==> src/rtl/fifo_arb_pkg.sv <==
// Shared sizing for the FIFO write-side arbiter: default FIFO geometry,
// credit counter width helper and the producer index type.
package fifo_arb_pkg;

    localparam int FIFO_DEPTH_DEF = 8;
    localparam int FIFO_WIDTH_DEF = 8;
    localparam int MAX_REQ        = 8;
    localparam int REQ_IDX_W      = $clog2(MAX_REQ);

    typedef logic [REQ_IDX_W-1:0] req_idx_t;

    // Credit must represent 0..depth inclusive.
    function automatic int credit_w(input int depth);
        return $clog2(depth + 1);
    endfunction

endpackage

==> src/rtl/fifo_rr_pick.sv <==
// Combinational round-robin picker: first requester at or after rr_ptr,
// wrapping to the lowest requester when nothing sits above the pointer.
module fifo_rr_pick
    import fifo_arb_pkg::*;
#(
    parameter int NUM_REQ = 4
) (
    input  logic [NUM_REQ-1:0] req,
    input  req_idx_t           rr_ptr,
    input  logic               en,
    output logic [NUM_REQ-1:0] gnt,
    output req_idx_t           gnt_idx,
    output logic               any_gnt
);

    req_idx_t lo_idx;
    req_idx_t hi_idx;
    logic     lo_any;
    logic     hi_any;

    // Descending scan so the last hit is the lowest index in each set.
    always_comb begin
        lo_idx = '0;
        hi_idx = '0;
        lo_any = 1'b0;
        hi_any = 1'b0;
        for (int i = NUM_REQ - 1; i >= 0; i--) begin
            if (req[i]) begin
                lo_idx = req_idx_t'(i);
                lo_any = 1'b1;
            end
            if (req[i] && (i >= int'(rr_ptr))) begin
                hi_idx = req_idx_t'(i);
                hi_any = 1'b1;
            end
        end
    end

    always_comb begin
        any_gnt = en && lo_any;
        gnt_idx = hi_any ? hi_idx : lo_idx;
        gnt     = '0;
        for (int i = 0; i < NUM_REQ; i++)
            gnt[i] = any_gnt && (gnt_idx == req_idx_t'(i));
    end

endmodule

==> src/rtl/fifo_wr_arbiter.sv <==
// Round-robin arbiter sharing one FIFO write port among NUM_REQ producers,
// with credit-based flow control. FIFO_WR_ARB_STATS_EN adds per-producer grant counters.
module fifo_wr_arbiter
    import fifo_arb_pkg::*;
#(
    parameter int NUM_REQ    = 4,
    parameter int fifo_depth = FIFO_DEPTH_DEF,
    parameter int fifo_width = FIFO_WIDTH_DEF
) (
    input  logic                              clk,
    input  logic                              rst_,
    input  logic                              arb_en,
    input  logic [NUM_REQ-1:0]                req,
    input  logic [NUM_REQ*fifo_width-1:0]     req_data,
    output logic [NUM_REQ-1:0]                gnt,
    output logic                              fifo_write,
    output logic [fifo_width-1:0]             fifo_data_in,
    input  logic                              fifo_full,
    input  logic                              fifo_empty,
    input  logic                              fifo_read,
    output logic [credit_w(fifo_depth)-1:0]   credit,
    output logic                              wr_err
`ifdef FIFO_WR_ARB_STATS_EN
    ,
    output logic [NUM_REQ*8-1:0]              gnt_cnt
`endif
);

    localparam int CW = credit_w(fifo_depth);

    req_idx_t                rr_ptr;
    req_idx_t                gnt_idx;
    logic                    any_gnt;
    logic                    pick_en;
    logic                    xfer;
    logic                    rd_acc;
    logic [fifo_width-1:0]   sel_data;

    // Reset and zero credit both mask the picker, so gnt is 0 in either case.
    assign pick_en = rst_ && arb_en && (credit != '0);

    fifo_rr_pick #(
        .NUM_REQ (NUM_REQ)
    ) u_pick (
        .req     (req),
        .rr_ptr  (rr_ptr),
        .en      (pick_en),
        .gnt     (gnt),
        .gnt_idx (gnt_idx),
        .any_gnt (any_gnt)
    );

    assign xfer   = any_gnt;
    assign rd_acc = fifo_read && !fifo_empty;

    always_comb begin
        sel_data = '0;
        for (int i = 0; i < NUM_REQ; i++)
            if (gnt[i]) sel_data = req_data[i*fifo_width +: fifo_width];
    end

    // Credit drops at grant, a cycle before the write lands, so it never lags the FIFO.
    always_ff @(posedge clk) begin
        if (!rst_) begin
            fifo_write   <= 1'b0;
            fifo_data_in <= '0;
            credit       <= CW'(fifo_depth);
            rr_ptr       <= '0;
            wr_err       <= 1'b0;
        end else begin
            fifo_write <= xfer;
            if (xfer) begin
                fifo_data_in <= sel_data;
                rr_ptr       <= (gnt_idx == req_idx_t'(NUM_REQ - 1)) ? '0
                                                                      : gnt_idx + req_idx_t'(1);
            end
            if (xfer && !rd_acc)
                credit <= credit - CW'(1);
            else if (!xfer && rd_acc && (credit < CW'(fifo_depth)))
                credit <= credit + CW'(1);
            if (fifo_write && fifo_full)
                wr_err <= 1'b1;
        end
    end

`ifdef FIFO_WR_ARB_STATS_EN
    logic [7:0] cnt_q [NUM_REQ];

    for (genvar g = 0; g < NUM_REQ; g++) begin : g_stat
        always_ff @(posedge clk) begin
            if (!rst_)
                cnt_q[g] <= '0;
            else if (req[g] && gnt[g] && (cnt_q[g] != 8'hFF))
                cnt_q[g] <= cnt_q[g] + 8'd1;
        end
        assign gnt_cnt[g*8 +: 8] = cnt_q[g];
    end
`endif

endmodule

==> config.mk <==
export PLATFORM = sky130hd
export DESIGN_NAME = fifo_wr_arbiter
export DESIGN_NICKNAME = d
export VERILOG_FILES = /design/src/rtl/fifo_arb_pkg.sv /design/src/rtl/fifo_rr_pick.sv /design/src/rtl/fifo_wr_arbiter.sv
export SDC_FILE = /design/constraint.sdc
export NUM_CORES = 1
export LEC_CHECK = 0
export CAP_MARGIN = 20
export CORE_MARGIN = 1.5
export CORE_UTILIZATION = 37
export CTS_BUF_LIST = sky130_fd_sc_hd__clkbuf_2
export DETAILED_ROUTE_END_ITERATION = 12
export PLACE_DENSITY_LB_ADDON = 0.15
export SLEW_MARGIN = 40
export SYNTH_ARGS = -nofsm -noshare
export SYNTH_HDL_FRONTEND = slang
export SYNTH_SLANG_ARGS = --single-unit
export TNS_END_PERCENT = 100
==> constraint.sdc <==
create_clock -name clk -period 2 [get_ports clk]
set_input_delay 0.3 -clock clk [delete_from_list [all_inputs] [get_ports clk]]
set_output_delay 0.3 -clock clk [all_outputs]
set_load 0.02 [all_outputs]
==> results.py <==
metrics = {
    "setup_path": {
        "crit_chain": "inv_1, a21oi_1, o22a_1, ha_2, clkinv_2, nor4_2, buf_4",
        "cp_num_buf_inv": 3,
        "critPathCaptureType": "output pin",
        "slowest_delay_ns": 0.38,
        "worst_ep_arrival_time_ns": 1.81,
        "start_kind": "flop",
        "cp_max_fo": 3,
        "critPathRequiredTime_ns": 1.70,
        "crit_path_top_delay_cell": "dfxtp_2",
        "cpLargestDelayFamily": "compound AO/OA/AOI/OAI gates",
        "critPathKind": "flop to output pin",
    },
    "global_route": {
        "grt_max_degree": 21,
        "antenna_found_initial": 0,
        "grt_util_met3_pct": 4.396,
        "use_met1_pct": 25.24,
        "grt.overflow.total": 0,
        "grt_pass1_vias": 1355,
        "grt_first_pass_wirelength_um": 5892,
        "grt_most_used_layer": "met2",
        "met2_usage_pct": 42.54,
        "track_usage_pct": 22.15,
    },
    "placement": {
        "portBuffers": 59,
        "dp_hpwl_um": 2868,
        "place.gp.congestion": 0.8165,
    },
    "detailed_routing": {
        "wire_per_inst_um": 14.31,
        "ant_nets": 0,
        "drtIter0Drc": 23,
        "drc": 0,
        "finalWirelength_um": 3778,
        "first_pass_iters": 6,
        "vias_per_cell": 5.186,
        "vias": 1369,
    },
    "sta": {
        "max-slew-margin-rel_pct": 75.00,
        "setup_violations": 8,
        "period_share_pct": 105.3,
        "grt_setup_unrepaired": "true",
        "worstMarginPinSlew_ns": 0.3729,
        "finClkSkew_ns": 0.005652,
        "fmax_mhz": 474.7,
        "worst_slack_ns": -0.1065,
        "final.setup.tns_ns": -0.2886,
        "drv_slew": 0,
        "period_minus_slack_ns": 2.107,
        "hold_violations": 0,
    },
    "yosys": {
        "yosysTopAreaCellShare_pct": 27.92,
        "syn_avg_cell_area_um2": 7.968,
        "yosysMostFrequentCell": "a21oi_1",
        "synthArstFlopShare_pct": 0,
        "yosysWarnings": 0,
        "ys_top_cells_by_area": "dfxtp_1 28%, a21oi_1 10%, ha_1 6.5%, a311oi_1 6.1%, nand3b_1 5.9%",
        "synth.distinct_cells": 35,
        "syn_nets": 193,
        "syn_inst": 144,
        "ys.flop_type": "dfxtp_1",
        "ys_seq_area_share_pct": 27.92,
        "syn_area_um2": 1147,
        "synth_seq_cells": 16,
        "synth_common_cells": "23 x a21oi_1, 16 x dfxtp_1, 11 x nand2_1",
        "synth_edf_count": 0,
        "synth_largest_area_cell": "dfxtp_1",
    },
    "status": {
        "violations": "setup timing",
        "status": "finished with violations",
    },
    "cts": {
        "clk_latency_ns": 0.29,
        "clk_pin_slew_worst_paths_ns": 0.16,
        "ctsHoldBuffers": 0,
        "cts_buffer_depth": 2,
        "cts_inserted_buffers": 3,
        "htreeDepth": 1,
        "clock_tree.root_cell": "clkbuf_2",
        "clkSinkCount": 16,
        "tritoncts": "built",
    },
    "layout": {
        "drive_above_1_share_pct": 35.93,
        "area_delta_synth_final_pct": 93.02,
        "fin_nets": 281,
        "num_antenna_cells": 0,
    },
    "die": {
        "core_um2": 3003,
        "dieArea_um2": 3444,
        "num_rows": 20,
        "die_w_um": 58.69,
        "initial_core_util_pct": 38.21,
        "io_pins": 60,
        "die_height_um": 58.69,
    },
    "power": {
        "vdd_ir_drop_max_mv": 0.3089,
        "leakage_nw": 0.8493,
        "p_per_area_nw_per_um2": 474.8,
        "total_power_w": 0.001051,
    },
    "run": {
        "maxCapViolations": 0,
    },
    "min_path": {
        "worstHoldPathType": "flop to flop",
    },
}
==> cells in the final DEF, fill, tap and decap left out, types with 2 or more instances in the layout <==
cell type and count:
dfxtp_1 11, clkdlybuf4s50_1 51, and2_4 3, nand3b_1 9, nor2b_1 7, a21oi_1 20
nor3_2 2, dfxtp_2 2, nor4_2 2, buf_4 27, inv_2 2, or4_4 2
o21ai_0 9, clkbuf_2 4, buf_6 8, nor2_1 4, a21oi_2 3, nor2_2 2
dlygate4sd2_1 2, ha_4 5, dfxtp_4 3, inv_1 6, mux2i_1 3, o21ai_1 2
nand2_1 10, a311oi_2 7
==> worst register-to-register path, cell delays in order, from the launching register on <==
cell	delay (ns)
dfxtp_4	0.37
or4_4	0.53
nand4_1	0.13
inv_2	0.09
ha_4	0.24
a21o_1	0.17
a21oi_2	0.14
a21oi_1	0.05
a311o_1	0.26
==> layer usage <==
metal | vias up | part of all wire (%)
met4 | 0 | 0.66
met5 | - | 0
li1 | 699 | -
met3 | 2 | 3.6
met2 | 43 | 55
met1 | 625 | 41
==> kinds of logic after synthesis <==
family | synth area share (%)
adders and majority gates | 8.288
and+or+nand+nor | 27.59
muxes | 2.617
AOI/OAI and AO/OA | 27.48
xor gates and xnor gates | 0.7635
buffers and inverters | 5.343
DFF | 27.92
==> through the flow <==
stage	hold WS, ns	instances	utilization, %	setup slack, ns	area (µm²)
finish	0.5066	264	73.75	-0.1065	2215
global route	0.5633	264	73.75	-0.2171	2215
CTS	0.5095	263	69.79	-0.09030	2096
detailed placement	0.4707	256	66.33	-0.7691	1992
global placement	0.4543	256	66.33	-0.6597	1992
floorplan	0.4407	144	-	-0.1003	1186
==> repair_timing <==
item                                    CTS  global route
endpoints found under the setup margin   16            14
gates resized for setup                  47            25
endpoints found under the hold margin     0             0
setup buffers                             4             0
gates cloned                              0             1
pin swaps                                 7            17
==> worst paths after layout <==
path	startpoint	end	slack [ns]	cells past startpoint
setup / recovery	rr_ptr[0]	gnt[2]	-0.11	7
hold / removal	wr_err	wr_err	0.51	2
setup reg to reg	credit[1]	credit[3]	-0.07	8
hold reg to reg	wr_err	wr_err	0.51	2
==> power by group <==
group	internal (W)	switching [W]	total (W)	leakage (nW)
combinational	0.000301	0.000239	0.000540	0.702
sequential	0.000344	0.0000194	0.000363	0.134
clock	0.0000434	0.000105	0.000149	0.0140
==> registers in the layout, indices dropped and copies added (netlist names) <==
signal / count
rr_ptr: 2
fifo_data_in: 8
fifo_write: 1
wr_err: 1
credit: 4
==> area by class of cell <==
cell class                 count  area, µm²
sequential                    16      334.1
tap                           33      41.29
clock buffer                   3      15.01
fill                         220      788.3
multi-input combinational    112      948.4
clock inverter                 1      3.754
inverter                       9      35.03
timing repair buffer          90      837.1
No activity file was read; power rests on OpenSTA's default activity.
